==> config.mk <==
export PLATFORM = sky130hd
export DESIGN_NAME = fifo_stream_reader
export DESIGN_NICKNAME = d
export VERILOG_FILES = /design/src/rtl/fifo_stream_reader.sv
export SDC_FILE = /design/constraint.sdc
export NUM_CORES = 1
export LEC_CHECK = 0
export BUFFER_PORTS_ARGS = -buffer_cell sky130_fd_sc_hd__clkbuf_2
export CAP_MARGIN = 40
export CORE_MARGIN = 2
export CORE_UTILIZATION = 55
export DETAILED_ROUTE_END_ITERATION = 16
export PLACE_DENSITY = 0.81
export SLEW_MARGIN = 30
export SYNTH_ARGS = -nofsm -noshare
export SYNTH_HDL_FRONTEND = slang
export SYNTH_SLANG_ARGS = --single-unit
==> constraint.sdc <==
create_clock -name clock -period 4.55 [get_ports clock]
set_input_delay 0.2275 -clock clock [delete_from_list [all_inputs] [get_ports clock]]
set_output_delay 0.2275 -clock clock [all_outputs]
set_load 0.1 [all_outputs]
==> src/rtl/fifo_stream_reader.sv <==
// Read-side consumer of a synchronous FIFO presenting words on a valid/ready stream.
// Optional counters/flags are enabled with FIFO_STREAM_READER_STATS_EN.
module fifo_stream_reader #(
  parameter int data_size = 8
) (
  input  logic                 clock,
  input  logic                 reset,
  input  logic [data_size-1:0] data_out,
  input  logic                 fifo_empty,
  input  logic                 fifo_full,
  output logic                 read_en,
  output logic                 out_valid,
  input  logic                 out_ready,
  output logic [data_size-1:0] out_data,
  input  logic                 flush,
  output logic                 flush_done,
  output logic                 busy
`ifdef FIFO_STREAM_READER_STATS_EN
  ,
  output logic [31:0]          words_out,
  output logic [31:0]          words_dropped,
  output logic                 full_seen
`endif
);

  typedef enum logic {RUN, FLUSH} state_t;

  state_t               state, state_nx;
  logic [data_size-1:0] mem [2];
  logic                 head, tail;
  logic [1:0]           occ, occ_nx;
  logic                 inflight;
  logic                 pop, wr, flush_go;
  logic [2:0]           level;

  assign pop      = out_valid && out_ready;
  assign flush_go = (state == RUN) && flush;
  assign wr       = inflight && (state == RUN) && !flush;
  assign level    = {1'b0, occ} + {2'b0, inflight} - {2'b0, pop};

  assign out_valid = (state == RUN) && (occ != 2'd0);
  assign out_data  = mem[head];
  assign busy      = (state == FLUSH) || inflight;

  always_comb begin
    state_nx = state;
    read_en  = 1'b0;
    occ_nx   = occ + {1'b0, wr} - {1'b0, pop};
    unique case (state)
      RUN: begin
        read_en = !fifo_empty && (level < 3'd2);
        if (flush) begin
          state_nx = FLUSH;
          occ_nx   = 2'd0;
        end
      end
      FLUSH: begin
        read_en = !fifo_empty;
        occ_nx  = 2'd0;
        if (fifo_empty && !inflight) state_nx = RUN;
      end
      default: state_nx = RUN;
    endcase
    // nothing may be requested while reset is held
    if (reset) read_en = 1'b0;
  end

  always_ff @(posedge clock or posedge reset) begin
    if (reset) begin
      state      <= RUN;
      occ        <= 2'd0;
      head       <= 1'b0;
      tail       <= 1'b0;
      inflight   <= 1'b0;
      flush_done <= 1'b0;
      mem[0]     <= '0;
      mem[1]     <= '0;
    end else begin
      state      <= state_nx;
      occ        <= occ_nx;
      inflight   <= read_en;
      flush_done <= (state == FLUSH) && (state_nx == RUN);
      if (flush_go) begin
        head <= 1'b0;
        tail <= 1'b0;
      end else begin
        if (wr) begin
          mem[tail] <= data_out;
          tail      <= ~tail;
        end
        if (pop) head <= ~head;
      end
    end
  end

`ifdef FIFO_STREAM_READER_STATS_EN
  logic [1:0] drop_n;

  // buffered words not popped this cycle plus any word landing now
  always_comb begin
    drop_n = 2'd0;
    if (flush_go)
      drop_n = occ - {1'b0, pop} + {1'b0, inflight};
    else if (state == FLUSH)
      drop_n = {1'b0, inflight};
  end

  always_ff @(posedge clock or posedge reset) begin
    if (reset) begin
      words_out     <= '0;
      words_dropped <= '0;
      full_seen     <= 1'b0;
    end else begin
      words_out     <= words_out + {31'd0, pop};
      words_dropped <= words_dropped + {30'd0, drop_n};
      if (fifo_full) full_seen <= 1'b1;
    end
  end
`else
  logic unused_full;
  assign unused_full = fifo_full;
`endif

endmodule

== After elaboration in Yosys (flattened, before gate mapping) ==
Cells that the tools add are included.

* Bits in registers: 23

* $add $sub $neg: 4
* Order comparisons: 4
* Mux-type cells: 17
* Bitwise gates (word level): 7
* Reductions and logical operators: 17

{| class="wikitable"
|+ Operators with widths
! kind !! count
|-
| 2-to-1 mux 8 bit || 4
|-
| bitwise mux 16 bit || 1
|-
| logical AND 1 bit || 9
|-
| demux 8 bit (select 1 bit) || 1
|-
| 2-to-1 mux 1 bit || 7
|-
| nonzero test 2 bit || 3
|-
| inverter 1 bit || 5
|-
| >= comparator 2 bit, second input constant || 2
|-
| inverter 1 -> 2 bit || 2
|-
| case mux 1 bit (2 select lines) || 2
|-
| case mux 2 bit (2 select lines) || 1
|-
| adder 2 x 1 -> 3 bit || 1
|-
| zero test 1 bit || 3
|-
| < comparator 3 x 2 -> 1 bit, second input constant || 1
|-
| subtractor 3 x 1 -> 3 bit || 1
|-
| adder 2 x 1 -> 2 bit || 1
|-
| < comparator 2 x 1 -> 1 bit, second input constant || 1
|-
| 2-to-1 mux 2 bit || 1
|-
| AND reduction 2 bit || 1
|-
| subtractor 2 x 1 -> 2 bit || 1
|-
| logical OR 1 bit || 1
|}

== Depth between registers and ports, before layout ==
* Word-level depth: 8
* Depth in mapped cells: 8
* Mapped depth without buffers: 8

== Least setup slack after synthesis ==
Ideal clock, no wire load.

* Kind: register -> register
* Start point: register state
* End point: register inflight
* Setup time: 345 ps
* Data arrival time: 3724 ps
* Required time: 4205 ps
* Path slack: 481 ps
* Stages on the path, launching flop included: 8
* Buffers on the path: 1
* Clock period less this slack: 4069 ps
* Cell sequence: dfrtp_1 > buf_4 > or2_2 > nor2_1 > fa_1 > xnor2_1 > a21oi_1 > nor3_1

* Word-level cells in the longest chain between the ends: 8

{| class="wikitable"
|+ RTL lines
! what !! line !! source
|-
| start: declaration || 28 || <nowiki>state_t state, state_nx;</nowiki>
|-
| start signal: assignment || 79 || <nowiki>state <= state_nx;</nowiki>
|-
| inverter 1 bit || n/a ||
|-
| logical AND 1 bit || 41 || <nowiki>assign out_valid = (state == RUN) && (occ != 2'd0);</nowiki>
|-
| logical AND 1 bit || 36 || <nowiki>assign pop = out_valid && out_ready;</nowiki>
|-
| subtractor 3 x 1 -> 3 bit || 39 || <nowiki>assign level = {1'b0, occ} + {2'b0, inflight} - {2'b0, pop};</nowiki>
|-
| < comparator 3 x 2 -> 1 bit || 51 || <nowiki>read_en = !fifo_empty && (level < 3'd2);</nowiki>
|-
| logical AND 1 bit || 51 ||
|-
| case mux 1 bit (2 select lines) * || 49 || <nowiki>unique case (state)</nowiki>
|-
| 2-to-1 mux 1 bit * || 65 || <nowiki>if (reset) read_en = 1'b0;</nowiki>
|-
| via read_en || 11 || <nowiki>output logic read_en,</nowiki>
|-
| end signal: assignment || 81 || <nowiki>inflight <= read_en;</nowiki>
|-
| end: declaration || 32 || <nowiki>logic inflight;</nowiki>
|}

The timed path passes the listed nets; every way through them passes the cells marked *.
A chain may end at the register's enable or synchronous reset.

== Final worst setup path ==
* Start point: register state
* End point: output read_en

* Word-level cells in the longest chain between the ends: 8

{| class="wikitable"
|+ RTL lines
! what !! line
|-
| inverter 1 bit || n/a
|-
| logical AND 1 bit || 41
|-
| logical AND 1 bit || 36
|-
| subtractor 3 x 1 -> 3 bit || 39
|-
| < comparator 3 x 2 -> 1 bit || 51
|-
| logical AND 1 bit || 51
|-
| case mux 1 bit (2 select lines) * || 49
|-
| 2-to-1 mux 1 bit * || 65
|-
| end: declaration || 11
|}

Mark *: on every way between the ends. The rest lies on a longest branch, timed or not.

==> impl_metrics.tcl <==
set metrics [dict create \
    vias 718 \
    maxCapViolCount 0 \
    hp-start "fifo_empty" \
    finalClockSkew_ps 14.22 \
    rr_startpoint "state" \
    finalNetCount 130 \
    maxSlewViolCount 0 \
    first_iter_violations 18 \
    synth_common_cells "mux2_2 (24), dfrtp_1 (23), nor2_1 (8)" \
    die_w_microns 48.72 \
    status "complete, no violations" \
    ys_types 20 \
    worst_ep_arrival_time_ps 2540 \
    power-per-cell-area_nw_per_um2 572.1 \
    synth_edf_count 0 \
    yosysWarnings 0 \
    relSlewSlack_pct 63.99 \
    slowest_delay_ps 500 \
    synth.largest_area_cell "dfrtp_1" \
    path_cells "nand2b_1 > xnor2_1 > nand2_1 > fa_1 > xnor2_1 > a21oi_1 > nor3_1 > clkbuf_2" \
    final-setup-viol-count 0 \
    fin_crit_ps 2768 \
    post-synth-top-count-cell "mux2_2" \
    synth_top_area_share_pct 52.33 \
    critPathMostFrequentCell "xnor2_1" \
    fin_util_pct 66.99 \
    ys_seq_area_share_pct 52.33 \
    cp-startpoint "state" \
    post_cts_resized 0 \
    hold_path.class "in -> reg" \
    syn_nets 102 \
    clock-sinks 23 \
    start_util_pct 57.23 \
    grt_pass1_wl_mm 3.360 \
    grt_setup_unrepaired "no" \
    timing.fmax_ghz 0.3613 \
    ctsHoldBuffers 0 \
    worst_ep_required_time_ps 4320 \
    ctsRootBufferMaster "clkbuf_4" \
    total_power_uw 736.5 \
    synth.avg_cell_area_sq_um 12.94 \
    vias_per_cell 5.165 \
    hold_viol_final 0 \
    drt_first_pass_iters 4 \
    die_area_sq_um 2373 \
    coreArea_sq_um 1922 \
    tritoncts "done" \
    path_class "reg -> out" \
    overflow 0 \
    grt_max_degree 24 \
    place.port_buffers 24 \
    die_h_microns 48.72 \
    power.leakage_uw 0.0006271 \
    critPathMaxFanout 11 \
    gp_congestion 0.7448 \
    htree_levels 1 \
    async_flop_share_pct 100.0 \
    setup_slack_ps 1782 \
    antenna_cells 0 \
    slowest_stage "dfrtp_1" \
    fin_tns_setup_ps 0 \
    io_pins 26 \
    ant_nets 0 \
    crit_path_end_kind "primary output" \
    cts_max_path_buffers 2 \
    cts_made_buffers 3 \
    grt_pass1_vias 769 \
    ys.flop_type "dfrtp_1" \
    clk_pin_slew_worst_paths_ps 130 \
    antenna_found_initial 0 \
    post_cts_buffers 0 \
    insertion_delay_ps 310 \
    synth_area_sq_um 1100 \
    tightestPinTransition_ps 542.4 \
    drc 0 \
    start_kind "flop" \
    place_hpwl_mm 1.390 \
    yosys-top-cells-area "dfrtp_1 (52%), mux2_2 (25%), xnor2_1 (3.2%)" \
    wire_per_inst_microns 13.47 \
    syn_inst 85 \
    grt.total_usage_pct 18.55 \
    synth-seq-cells 23 \
    placementRows 16 \
    fillers 164 \
    drt-total-wl_mm 1.873 \
    drive_above_1_share_pct 50.89 \
    area_delta_synth_final_pct 17.06 \
    dpl_worst_slack_ps 2125 \
    timing.hold.ws_ps 85.85 \
    period_share_pct 60.83 \
    vdd_drop_max_uv 497.6 \
]
## worst max-delay path: cells and delay by family, from the launching register on
| family | cells | cell delay (ps) |
|---|---|---|
| AOI/OAI and AO/OA | 1 | 90 |
| xor gates and xnor gates | 2 | 280 |
| adders and majority gates | 1 | 380 |
| buffers and inverters | 1 | 500 |
| DFF | 1 | 500 |
| and+or+nand+nor | 3 | 480 |
## area by class of cell
| class | count | area, sq um | share of cell area, % |
|---|---|---|---|
| Sequential cell | 23 | 575.6 | 44.70 |
| Multi-Input combinational cell | 56 | 494.2 | 38.39 |
| Timing Repair Buffer | 26 | 145.1 | 11.27 |
| Tap cell | 27 | 33.78 | 2.624 |
| Clock buffer | 3 | 22.52 | 1.749 |
| Inverter | 3 | 11.26 | 0.8746 |
| Clock inverter | 1 | 5.005 | 0.3887 |
## state kept, by name, summed over array words and instances (netlist names)
signal	flops
mem	16
occ	2
flush_done	1
head	1
inflight	1
state	1
tail	1
## power by group
group / switching (uW) / leakage, uW / total, uW / internal (uW)
registers: 29.5 / 0.000296 / 284 / 255
logic: 276 / 0.000313 / 360 / 84.6
clock network: 59.2 / 0.0000177 / 92.0 / 32.8
total: 364 / 0.000627 / 737 / 372
## per-stage QoR
stage	instances	cell area, sq um
finish	139	1287
global route	139	1287
CTS	137	1262
detailed placement	133	1235
global placement	133	1235
floorplan	85	1100
## worst paths after layout
check	cells after the start	slack (ps)	endpoint
setup / recovery	8	1780	read_en
hold / removal	2	90	inflight
setup reg to reg	7	2570	occ[1]
hold reg to reg	1	520	mem[0]
max in group asynchronous	4	3840	mem[6]
min in group asynchronous	3	330	mem[12]
## layout by cell type, fill, tap and decap left out, types with 2 or more instances in the layout
master,Yosys,routed
dfrtp_1,23,23
and2_1,2,2
ha_1,2,2
nand2_1,2,2
inv_1,3,2
o21ai_0,5,5
clkbuf_2,0,24
mux2_2,24,24
nor2_1,8,8
clkbuf_4,0,3
xnor2_1,4,4
## routing by layer
layer	routed length, microns	vias up	global-route usage (%)
li1	-	344	-
met1	834	350	21.50
met2	935	20	33.33
met3	74	4	3.086
met4	28	0	8.571
met5	0	-	0
## kinds of logic after synthesis
kind of cell / after synthesis / synth area share (%)
mux: 24 / 24.57
flops: 23 / 52.33
simple gates: 19 / 10.35
compound gates: 6 / 2.730
buf+inv: 6 / 2.730
xor+xnor: 4 / 3.185
fa+ha+maj: 3 / 4.095
(Power assumes the default switching activity.)
